--- config.mk ---
export PLATFORM = sky130hd
export DESIGN_NAME = uart_tcm_boot_loader_flat
export DESIGN_NICKNAME = d
export VERILOG_FILES = /design/src/rtl/uart_tcm_boot_loader_if.sv /design/src/rtl/uart_tcm_boot_loader.sv /design/src/flat_wrapper.sv
export SDC_FILE = /design/constraint.sdc
export NUM_CORES = 1
export LEC_CHECK = 0
export BUFFER_PORTS_ARGS = -buffer_cell sky130_fd_sc_hd__clkbuf_2
export CAP_MARGIN = 40
export CORE_ASPECT_RATIO = 0.5
export CORE_MARGIN = 8
export CORE_UTILIZATION = 57
export CTS_CLUSTER_DIAMETER = 200
export CTS_CLUSTER_SIZE = 8
export DETAILED_ROUTE_END_ITERATION = 7
export PLACE_DENSITY_LB_ADDON = 0.08
export REMOVE_ABC_BUFFERS = 1
export SYNTH_ARGS = -nofsm -noshare
export SYNTH_HDL_FRONTEND = slang
export SYNTH_SLANG_ARGS = --single-unit
--- constraint.sdc ---
create_clock -name clk_i -period 3.2 [get_ports clk_i]
set_input_delay 0.8 -clock clk_i [delete_from_list [all_inputs] [get_ports clk_i]]
set_output_delay 0.8 -clock clk_i [all_outputs]
set_load 0.02 [all_outputs]
--- src/rtl/uart_tcm_boot_loader_if.sv ---
// AHB-Lite single-write bus between the boot loader (master) and the TCM (slave).
interface uart_tcm_boot_loader_if;
  logic [31:0] ahb_haddr_o;
  logic [1:0]  ahb_htrans_o;
  logic        ahb_hwrite_o;
  logic [2:0]  ahb_hsize_o;
  logic [2:0]  ahb_hburst_o;
  logic [3:0]  ahb_hprot_o;
  logic [31:0] ahb_hwdata_o;
  logic        ahb_hready_i;
  logic        ahb_hresp_i;

  modport master (
    output ahb_haddr_o, ahb_htrans_o, ahb_hwrite_o, ahb_hsize_o,
           ahb_hburst_o, ahb_hprot_o, ahb_hwdata_o,
    input  ahb_hready_i, ahb_hresp_i
  );

  modport slave (
    input  ahb_haddr_o, ahb_htrans_o, ahb_hwrite_o, ahb_hsize_o,
           ahb_hburst_o, ahb_hprot_o, ahb_hwdata_o,
    output ahb_hready_i, ahb_hresp_i
  );
endinterface

--- src/rtl/uart_tcm_boot_loader.sv ---
// UART byte stream -> TCM boot loader: parses the image, writes words over
// AHB-Lite one at a time and releases the core once the checksum matches.
module uart_tcm_boot_loader #(
  parameter logic [31:0] TCM_BASE  = 32'hF000_0000,
  parameter int unsigned MAX_WORDS = 16384,
  parameter logic [7:0]  SYNC_BYTE = 8'hA5
) (
  input  logic                          clk_i,
  input  logic                          rst_i,
  input  logic [7:0]                    rx_data_i,
  input  logic                          rx_valid_i,
  uart_tcm_boot_loader_if.master        ahb,
  output logic                          core_rst_o,
  output logic                          boot_done_o,
  output logic                          boot_err_o,
  output logic [2:0]                    err_code_o,
  output logic [15:0]                   words_written_o
);
  localparam logic [1:0] HTRANS_IDLE   = 2'b00;
  localparam logic [1:0] HTRANS_NONSEQ = 2'b10;
  localparam logic [2:0] ERR_LEN       = 3'd1;
  localparam logic [2:0] ERR_CSUM      = 3'd2;
  localparam logic [2:0] ERR_BUS       = 3'd3;
  localparam logic [2:0] ERR_OVR       = 3'd4;

  typedef enum logic [2:0] {
    S_IDLE, S_LEN0, S_LEN1, S_DATA, S_CSUM, S_FLUSH, S_DONE, S_ERROR
  } rx_state_t;

  typedef enum logic [1:0] {A_IDLE, A_ADDR, A_DATA} ahb_state_t;

  rx_state_t   r_state, w_state;
  ahb_state_t  r_astate, w_astate;
  logic [15:0] r_len, w_len;
  logic [7:0]  r_csum, w_csum;
  logic [1:0]  r_byte_idx, w_byte_idx;
  logic [23:0] r_word, w_word;
  logic [15:0] r_word_idx, w_word_idx;
  logic        r_hold_full, w_hold_full;
  logic [31:0] r_hold_data, w_hold_data;
  logic [31:0] r_hold_addr, w_hold_addr;
  logic [2:0]  r_err_code, w_err_code;
  logic [15:0] r_words_written, w_words_written;
  logic [31:0] r_haddr, r_hwdata;
  logic [1:0]  r_htrans;
  logic        r_hwrite, r_core_rst, r_boot_done, r_boot_err;
  logic [15:0] w_n;
  logic        w_xfer_end, w_xfer_ok, w_bus_err;

  // Next-state for the receive parser, the holding register and the AHB master
  always_comb begin
    w_state         = r_state;
    w_astate        = r_astate;
    w_len           = r_len;
    w_csum          = r_csum;
    w_byte_idx      = r_byte_idx;
    w_word          = r_word;
    w_word_idx      = r_word_idx;
    w_hold_full     = r_hold_full;
    w_hold_data     = r_hold_data;
    w_hold_addr     = r_hold_addr;
    w_err_code      = r_err_code;
    w_words_written = r_words_written;
    w_n             = {rx_data_i, r_len[7:0]};
    w_xfer_end      = (r_astate == A_DATA) && ahb.ahb_hready_i;
    w_xfer_ok       = w_xfer_end && !ahb.ahb_hresp_i;
    // a response arriving after ERROR is already latched is ignored
    w_bus_err       = w_xfer_end && ahb.ahb_hresp_i && (r_state != S_ERROR);

    unique case (r_astate)
      A_IDLE:  if (r_hold_full && (r_state != S_ERROR)) w_astate = A_ADDR;
      A_ADDR:  if (ahb.ahb_hready_i) w_astate = A_DATA;
      A_DATA:  if (ahb.ahb_hready_i) w_astate = A_IDLE;
      default: w_astate = A_IDLE;
    endcase

    if (w_xfer_end) w_hold_full = 1'b0;
    if (w_xfer_ok)  w_words_written = r_words_written + 16'd1;

    if (rx_valid_i) begin
      case (r_state)
        S_IDLE: if (rx_data_i == SYNC_BYTE) w_state = S_LEN0;
        S_LEN0: begin
          w_len      = {8'h00, rx_data_i};
          w_csum     = rx_data_i;
          w_byte_idx = 2'd0;
          w_word_idx = 16'd0;
          w_state    = S_LEN1;
        end
        S_LEN1: begin
          w_len  = w_n;
          w_csum = r_csum ^ rx_data_i;
          if (32'(w_n) > MAX_WORDS) begin
            w_state    = S_ERROR;
            w_err_code = ERR_LEN;
          end else if (w_n == 16'd0) begin
            w_state = S_CSUM;
          end else begin
            w_state = S_DATA;
          end
        end
        S_DATA: begin
          w_csum     = r_csum ^ rx_data_i;
          w_byte_idx = r_byte_idx + 2'd1;
          case (r_byte_idx)
            2'd0:    w_word[7:0]   = rx_data_i;
            2'd1:    w_word[15:8]  = rx_data_i;
            2'd2:    w_word[23:16] = rx_data_i;
            default: ;
          endcase
          if (r_byte_idx == 2'd3) begin
            // the holding slot frees up this cycle if the pending write completes
            if (r_hold_full && !w_xfer_end) begin
              w_state    = S_ERROR;
              w_err_code = ERR_OVR;
            end else begin
              w_hold_full = 1'b1;
              w_hold_data = {rx_data_i, r_word};
              w_hold_addr = TCM_BASE + 32'({r_word_idx, 2'b00});
              w_word_idx  = r_word_idx + 16'd1;
              if (r_word_idx == (r_len - 16'd1)) w_state = S_CSUM;
            end
          end
        end
        S_CSUM: begin
          if (rx_data_i == r_csum) begin
            w_state = S_FLUSH;
          end else begin
            w_state    = S_ERROR;
            w_err_code = ERR_CSUM;
          end
        end
        default: ;
      endcase
    end

    if ((r_state == S_FLUSH) && !r_hold_full && (r_astate == A_IDLE)) w_state = S_DONE;

    // bus error outranks every receive-side error raised in the same cycle
    if (w_bus_err) begin
      w_state    = S_ERROR;
      w_err_code = ERR_BUS;
    end
  end

  // State and datapath registers
  always_ff @(posedge clk_i) begin
    if (rst_i) begin
      r_state         <= S_IDLE;
      r_astate        <= A_IDLE;
      r_len           <= '0;
      r_csum          <= '0;
      r_byte_idx      <= '0;
      r_word          <= '0;
      r_word_idx      <= '0;
      r_hold_full     <= 1'b0;
      r_hold_data     <= '0;
      r_hold_addr     <= '0;
      r_err_code      <= '0;
      r_words_written <= '0;
    end else begin
      r_state         <= w_state;
      r_astate        <= w_astate;
      r_len           <= w_len;
      r_csum          <= w_csum;
      r_byte_idx      <= w_byte_idx;
      r_word          <= w_word;
      r_word_idx      <= w_word_idx;
      r_hold_full     <= w_hold_full;
      r_hold_data     <= w_hold_data;
      r_hold_addr     <= w_hold_addr;
      r_err_code      <= w_err_code;
      r_words_written <= w_words_written;
    end
  end

  // Registered bus and status outputs, decoded from the next state
  always_ff @(posedge clk_i) begin
    if (rst_i) begin
      r_haddr     <= '0;
      r_hwdata    <= '0;
      r_htrans    <= HTRANS_IDLE;
      r_hwrite    <= 1'b0;
      r_core_rst  <= 1'b1;
      r_boot_done <= 1'b0;
      r_boot_err  <= 1'b0;
    end else begin
      r_htrans    <= (w_astate == A_ADDR) ? HTRANS_NONSEQ : HTRANS_IDLE;
      r_hwrite    <= (w_astate == A_ADDR);
      if ((r_astate == A_IDLE) && (w_astate == A_ADDR)) r_haddr  <= r_hold_addr;
      if ((r_astate == A_ADDR) && (w_astate == A_DATA)) r_hwdata <= r_hold_data;
      r_core_rst  <= (w_state != S_DONE);
      r_boot_done <= (w_state == S_DONE);
      r_boot_err  <= (w_state == S_ERROR);
    end
  end

  assign ahb.ahb_haddr_o  = r_haddr;
  assign ahb.ahb_htrans_o = r_htrans;
  assign ahb.ahb_hwrite_o = r_hwrite;
  assign ahb.ahb_hsize_o  = 3'b010;
  assign ahb.ahb_hburst_o = 3'b000;
  assign ahb.ahb_hprot_o  = 4'b0011;
  assign ahb.ahb_hwdata_o = r_hwdata;
  assign core_rst_o       = r_core_rst;
  assign boot_done_o      = r_boot_done;
  assign boot_err_o       = r_boot_err;
  assign err_code_o       = r_err_code;
  assign words_written_o  = r_words_written;
endmodule

--- src/flat_wrapper.sv ---
// flat-port wrapper written by rule: the top's interface ports become plain ports
module uart_tcm_boot_loader_flat 
#(
  parameter logic [31:0] TCM_BASE  = 32'hF000_0000,
  parameter int unsigned MAX_WORDS = 16384,
  parameter logic [7:0]  SYNC_BYTE = 8'hA5
)
  (clk_i, rst_i, rx_data_i, rx_valid_i, core_rst_o, boot_done_o, boot_err_o, err_code_o, words_written_o, ahb_ahb_haddr_o, ahb_ahb_htrans_o, ahb_ahb_hwrite_o, ahb_ahb_hsize_o, ahb_ahb_hburst_o, ahb_ahb_hprot_o, ahb_ahb_hwdata_o, ahb_ahb_hready_i, ahb_ahb_hresp_i);
  uart_tcm_boot_loader_if ahb_i ();
  input  logic clk_i;
  input  logic rst_i;
  input  logic [7:0] rx_data_i;
  input  logic rx_valid_i;
  output logic core_rst_o;
  output logic boot_done_o;
  output logic boot_err_o;
  output logic [2:0] err_code_o;
  output logic [15:0] words_written_o;
  output wire logic [$bits(ahb_i.ahb_haddr_o)-1:0] ahb_ahb_haddr_o;
  output wire logic [$bits(ahb_i.ahb_htrans_o)-1:0] ahb_ahb_htrans_o;
  output wire logic [$bits(ahb_i.ahb_hwrite_o)-1:0] ahb_ahb_hwrite_o;
  output wire logic [$bits(ahb_i.ahb_hsize_o)-1:0] ahb_ahb_hsize_o;
  output wire logic [$bits(ahb_i.ahb_hburst_o)-1:0] ahb_ahb_hburst_o;
  output wire logic [$bits(ahb_i.ahb_hprot_o)-1:0] ahb_ahb_hprot_o;
  output wire logic [$bits(ahb_i.ahb_hwdata_o)-1:0] ahb_ahb_hwdata_o;
  input wire logic [$bits(ahb_i.ahb_hready_i)-1:0] ahb_ahb_hready_i;
  input wire logic [$bits(ahb_i.ahb_hresp_i)-1:0] ahb_ahb_hresp_i;
  assign ahb_ahb_haddr_o = ahb_i.ahb_haddr_o;
  assign ahb_ahb_htrans_o = ahb_i.ahb_htrans_o;
  assign ahb_ahb_hwrite_o = ahb_i.ahb_hwrite_o;
  assign ahb_ahb_hsize_o = ahb_i.ahb_hsize_o;
  assign ahb_ahb_hburst_o = ahb_i.ahb_hburst_o;
  assign ahb_ahb_hprot_o = ahb_i.ahb_hprot_o;
  assign ahb_ahb_hwdata_o = ahb_i.ahb_hwdata_o;
  assign ahb_i.ahb_hready_i = ahb_ahb_hready_i;
  assign ahb_i.ahb_hresp_i = ahb_ahb_hresp_i;
  uart_tcm_boot_loader #(.TCM_BASE(TCM_BASE), .MAX_WORDS(MAX_WORDS), .SYNC_BYTE(SYNC_BYTE)) u_core (.clk_i(clk_i), .rst_i(rst_i), .rx_data_i(rx_data_i), .rx_valid_i(rx_valid_i), .ahb(ahb_i), .core_rst_o(core_rst_o), .boot_done_o(boot_done_o), .boot_err_o(boot_err_o), .err_code_o(err_code_o), .words_written_o(words_written_o));
endmodule
Word level (Yosys, flattened, before mapping):

Index checks and enable logic that the tools add are counted.

* bits in registers: 225
* latch bits: 0
* RAM bits: 0
* bits in read-only memories: 0
* output and inout port bits: 99
* word-level logic and storage cells: 130
* memories: 0

* add/sub/neg operators: 5
* multiply operators: 0
* divide/modulo/power cells: 0
* order comparisons: 1
* eq/ne operators: 28
* shifts and indexed selects: 0
* mux-type cells: 34
* bitwise operators: 3
* reduce and logical (&&, ||, !) cells: 36

Operators with widths (number)
* one-hot mux 16 bit (2 select lines): 2
* 2-to-1 mux 3 bit: 13
* adder 16 x 1 -> 16 bit, second input constant: 2
* 2-to-1 mux 16 bit: 2
* adder 29 x 19 -> 30 bit, first input constant: 1
* equality test 16 bit: 1
* greater-than comparator 16 x 15 -> 1 bit, second input constant: 1
* logical NOT 16 bit: 1
* one-hot mux 8 bit (2 select lines): 1
* subtractor 16 x 1 -> 16 bit, second input constant: 1
* one-hot mux 3 bit (5 select lines): 1
* 2-to-1 mux 2 bit: 7
* equality test 3 bit, second input constant: 4
* AND reduction 3 bit: 4
* AND reduction 6 bit: 2
* logical AND 1 bit: 10
* != test 3 x 1 -> 1 bit, second input constant: 3
* one-hot mux 3 bit (3 select lines): 1
* equality test 2 bit, second input constant: 4
* equality test 8 bit: 1
* equality test 8 bit, second input constant: 1
* AND reduction 4 bit: 2
* nonzero test 2 bit: 4
* bitwise XOR 8 bit: 1
* 19 further kinds: 37

Depth between registers and ports, before layout:

* depth in word-level cells: 11
* depth in mapped cells: 9
* depth with buffers taken out: 9

Worst setup path before layout:

OpenSTA, ideal clock, no wires.

* path type: flip-flop to flip-flop
* from: register u_core.r_len[0]
* to: register u_core.r_boot_done, in the netlist u_core.boot_done_o
* setup time: 0.058 ns
* data arrival time: 2.548 ns
* required time: 3.142 ns
* setup slack: 0.594 ns
* stages on the path, launching flop included: 10
* path buffers: 0
* clock period less this slack: 2.606 ns
* cells stage by stage: dfxtp_1 > inv_1 > ha_1 > or3b_4 > or4_4 > xnor2_2 > nand4_1 > or4_4 > o21ai_4 > and2b_1

* word-level cells in the longest chain between the ends: 10
* elaborated cells between the ends (all ways): 14
* classes of those cells: add/sub (1); order compare (1); eq/ne (2); mux (9); reduce/logical (1)

RTL lines
* start, declared: RTL line uart_tcm_boot_loader.sv:34 `logic [15:0] r_len, w_len;`
* start signal, assigned: RTL line uart_tcm_boot_loader.sv:164 `r_len <= w_len;`
* subtractor 16 x 1 -> 16 bit: RTL line uart_tcm_boot_loader.sv:121 `if (r_word_idx == (r_len - 16'd1)) w_state = S_CSUM;`
* equality test 16 bit: RTL line uart_tcm_boot_loader.sv:121
* 2-to-1 mux 3 bit: RTL line uart_tcm_boot_loader.sv:121
* 2-to-1 mux 3 bit: RTL line uart_tcm_boot_loader.sv:113 `if (r_hold_full && !w_xfer_end) begin`
* 2-to-1 mux 3 bit: RTL line uart_tcm_boot_loader.sv:111 `if (r_byte_idx == 2'd3) begin`
* one-hot mux 3 bit (5 select lines) *: RTL line uart_tcm_boot_loader.sv:81 `case (r_state)`
* 2-to-1 mux 3 bit *: RTL line uart_tcm_boot_loader.sv:80 `if (rx_valid_i) begin`
* 2-to-1 mux 3 bit *: RTL line uart_tcm_boot_loader.sv:137 `if ((r_state == S_FLUSH) && !r_hold_full && (r_astate == A_IDLE)) w_state = S_DONE;`
* 2-to-1 mux 3 bit *: RTL line uart_tcm_boot_loader.sv:140 `if (w_bus_err) begin`
* equality test 3 bit *: RTL line uart_tcm_boot_loader.sv:193 `r_boot_done <= (w_state == S_DONE);`
* end signal, assigned: RTL line uart_tcm_boot_loader.sv:193
* end, declared: RTL line uart_tcm_boot_loader.sv:46 `logic r_hwrite, r_core_rst, r_boot_done, r_boot_err;`

Every way passes the cells marked *; elsewhere a longest branch is shown, timed or not.
A chain may end at the register's enable or synchronous reset.

Worst setup path in the final report:

* from: register u_core.r_len[1]
* to: register u_core.r_boot_done, in the netlist u_core.boot_done_o

Same word-level chain as after synthesis.

==> out/qor.csv <==
stage,metric,value,unit
outcome,status,finished clean,
synthesis,post-synthesis mux area share,0.3785,%
pwr,Power per Cell Area,502.9,nW/um^2
clocking,hold_buf cts,0,
timing,Clock Skews,0.01690,ns
synthesis,"EDFF count, synth",0,
synthesis,main area contributors after synthesis,"dfxtp_1, nand2_1, a21oi_1, xnor2_1, nor2_1",
timing,Worst-Margin Slew,0.8280,ns
final_layout,layout cells sized above 1,14.17,%
synthesis,Yosys cell types,64,
route,drt total wl,19.56,mm
worst_setup_path,Worst EP required,3.57,ns
pwr,logic gate share of total power,2.6,%
floorplanning,cell row count,31,
clocking,Clock transition at path regs,0.09,ns
synthesis,Yosys top cell area share,46.75,%
synthesis,post-synthesis xor/xnor area fraction,7.192,%
pwr,Leak Pwr,3.447,nW
floorplanning,Die Area,18840,um^2
timing,sum of negative setup slack,0,ns
final_layout,fill count,1257,
timing,Hold Slack,0.4461,ns
worst_setup_path,r2r setup slk,0.39,ns
timing,Final Worst Setup Slack,0.3947,ns
placed_design,# placed instances,1281,
floorplanning,Die H,101.1,um
route,Post-DRT Antenna Nets,0,
route,via density per instance,5.315,
placed_design,I/O Buffers,88,
worst_hold_path,Hold WC Path Type,register to register,
floorplanning,Top Ports,112,
placed_design,HPWL Detailed,13.37,mm
worst_setup_path,crit path capture type,register,
floorplanning,Die X,186.3,um
synthesis,Avg Inst Size Synth,7.893,um^2
worst_setup_path,Most Frequent Cell on Critical Path,or4_4,
placed_design,placed cell areas,8758,um^2
synthesis,Post-Synth Adder-Cell Area,1.060,%
synthesis,Yosys warning count,0,
worst_setup_path,worst-path fanout max,6,
worst_setup_path,critical path arrival,3.18,ns
timing,fin crit period,2.805,ns
worst_setup_path,Crit path max-delay family,simple AND/OR/NAND/NOR gates,
worst_setup_path,CP max-delay cell,or4_4,
pwr,Clock power frac,46.6,%
clocking,clock buffer depth,2,
worst_setup_path,crit path launch type,register,
timing,fin crit share,87.67,%
final_layout,nets,1122,
synthesis,synth cell count leaders,"nand2_1, dfxtp_1, a21oi_1, nor2_1, clkbuf_1",
clocking,postcts setup bufs,0,
pwr,Sw Pwr,1.216,mW
timing,RSZ-0062 raised after global routing,no,
route,DRC violations left,0,
timing,final setup violation count,0,
synthesis,sequential area share after synthesis,46.75,%
final_layout,Layout area overhead,13.58,%
route,First-pass DRT Iterations,5,
grt,vias in the first global route,6485,
route,1st-iter DRT viols,468,
final_layout,fin cells,1313,
timing,Slew Limit Fails,0,
placed_design,Post-Place Worst Slack,0.4207,ns
worst_setup_path,worst path cell trace,inv_1 > ha_1 > or3b_4 > or4_4 > xnor2_2 > nand4_1 > or4_4 > o21ai_4 > and2b_1,
clocking,CTS tree,done,
timing,Achievable Freq,356.5,MHz
clocking,clock tree sinks,193,
clocking,worst skew pair latency,0.44,ns
grt,total grt overflow,0,
clocking,CTS H-tree depth,4,
final_layout,final core occ,65.58,%
synthesis,Synth Area in Compound Gates,13.84,%
placed_design,Final GP Congestion,0.9223,
clocking,clock buffer count from CTS,17,
timing,max_slew headroom,44.64,%
route,vias,6979,
grt,GRT Total Usage,20.65,%
final_layout,# diodes,0,
synthesis,post-synth top area cell,dfxtp_1,
synthesis,Main synth FF type,dfxtp_1,
worst_setup_path,critical setup path kind,register to register,
clocking,CTS resizes,0,
job,MaxCap Viol Count,0,
pwr,switch share,25.76,%
clocking,CTS root buf,clkbuf_16,
route,Avg WL per Cell,14.90,um
grt,initial antenna violation count,0,
grt,largest net degree at the start of global routing,68,
synthesis,main combinational cell family by area after synthesis,simple AND/OR/NAND/NOR gates,
floorplanning,Core Footprint,14310,um^2
pwr,internal cell power,3.505,mW
synthesis,synthesized area,8264,um^2
pwr,sequential share of power,50.8,%
synthesis,most common cell in the netlist,nand2_1,
floorplanning,Starting Density,57.74,%
synthesis,Post-Synth Simple-Gate Area,24.68,%
synthesis,Mapped Cells,1047,
pwr,VDD IR max,0.3253,mV
worst_setup_path,CP max stage delay,0.53,ns
pwr,Power Total,4.721,mW
final_layout,fin area,9387,um^2
synthesis,Yosys reg bits,193,
synthesis,"FFs w/ async S/R, synth",0,%
timing,"Hold Violations, Final",0,
worst_setup_path,CP bufs+invs,1,
grt,first-pass GRT wire length,31.98,mm
==> area by class of cell <==
class | instances | area [um^2] | share of cell area, %
repair buffers | 110 | 620.6 | 6.612
flip-flops and latches | 193 | 3864 | 41.16
well taps | 198 | 247.7 | 2.639
inverters | 8 | 30.03 | 0.3199
clock inverters | 15 | 202.7 | 2.159
clock buffers | 17 | 425.4 | 4.532
multi-input cells | 772 | 3996 | 42.58
==> logic make-up after synthesis <==
| logic type | count (synthesis) |
|---|---|
| buf+inv | 103 |
| simple gates | 470 |
| other cells | 2 |
| fa+ha+maj | 7 |
| compound gates | 202 |
| xor+xnor | 67 |
| mux | 3 |
| flops | 193 |
==> worst reg2reg max path: cells and delay by family, from the launching register on <==
| kind | cells | cell delay, ns |
|---|---|---|
| flops | 1 | 0.36 |
| buf+inv | 1 | 0.10 |
| compound gates | 1 | 0.20 |
| simple gates | 5 | 1.71 |
| xor+xnor | 1 | 0.12 |
| fa+ha+maj | 1 | 0.27 |
==> power by group through the flow <==
stage,sequential (mW),clock [mW],combinational [mW]
2_1_floorplan,2.46,0,0.0426
3_3_place_gp,2.46,0,0.118
3_5_place_dp,2.46,0,0.119
4_1_cts,2.40,2.23,0.119
5_1_grt,2.40,2.34,0.130
6_report,2.40,2.20,0.122
==> placed cells by master, fill, tap and decap left out, drive strengths merged, types with 2 or more instances in the layout <==
master,n
and3b,2
clkbuf,104
and3,6
a21o,2
and2,4
a31oi,4
nand3,46
nand2b,7
nand4,16
buf,23
a21boi,2
nor2,74
xor2,29
mux2i,2
ha,7
conb,23
xnor2,38
nor3,9
nor4,7
nand2,279
inv,14
nor3b,2
o21ai,16
a211oi,5
a22oi,11
a21oi,145
or3,2
or3b,2
nor2b,3
dfxtp,193
clkinv,8
or4,6
==> state kept, by name, summed over array words and instances (netlist names) <==
name                     count
u_core.r_word               24
u_core.r_hold_full           1
u_core.r_hold_data          32
u_core.ahb.ahb_hwdata_o     32
u_core.words_written_o      16
u_core.r_word_idx           16
u_core.boot_err_o            1
u_core.core_rst_o            1
u_core.boot_done_o           1
u_core.err_code_o            3
u_core.r_hold_addr          17
u_core.r_state               3
u_core.r_len                16
u_core.ahb.ahb_haddr_o      17
u_core.ahb.ahb_hwrite_o      1
u_core.r_astate              2
u_core.r_byte_idx            2
u_core.r_csum                8
==> metal layers <==
| metal | up-vias | GRT usage [%] | routed length [um] | part of all wire (%) |
|---|---|---|---|---|
| li1 | 3551 | - | - | - |
| met1 | 3240 | 28.54 | 9728 | 50 |
| met2 | 172 | 32.89 | 8626 | 44 |
| met3 | 16 | 3.079 | 1001 | 5.1 |
| met4 | 0 | 6.367 | 206 | 1.1 |
| met5 | - | 0 | 0 | 0 |
==> worst paths after layout <==
kind | from | end | cells after the start
worst max-delay path | u_core.r_len[1] | u_core.boot_done_o | 9
worst min-delay path | u_core.r_word[22] | u_core.r_hold_data[22] | 2
worst max register to register | u_core.r_len[1] | u_core.boot_done_o | 9
worst min register to register | u_core.r_word[22] | u_core.r_hold_data[22] | 2
Note: power is estimated with default switching activity, not from simulation.
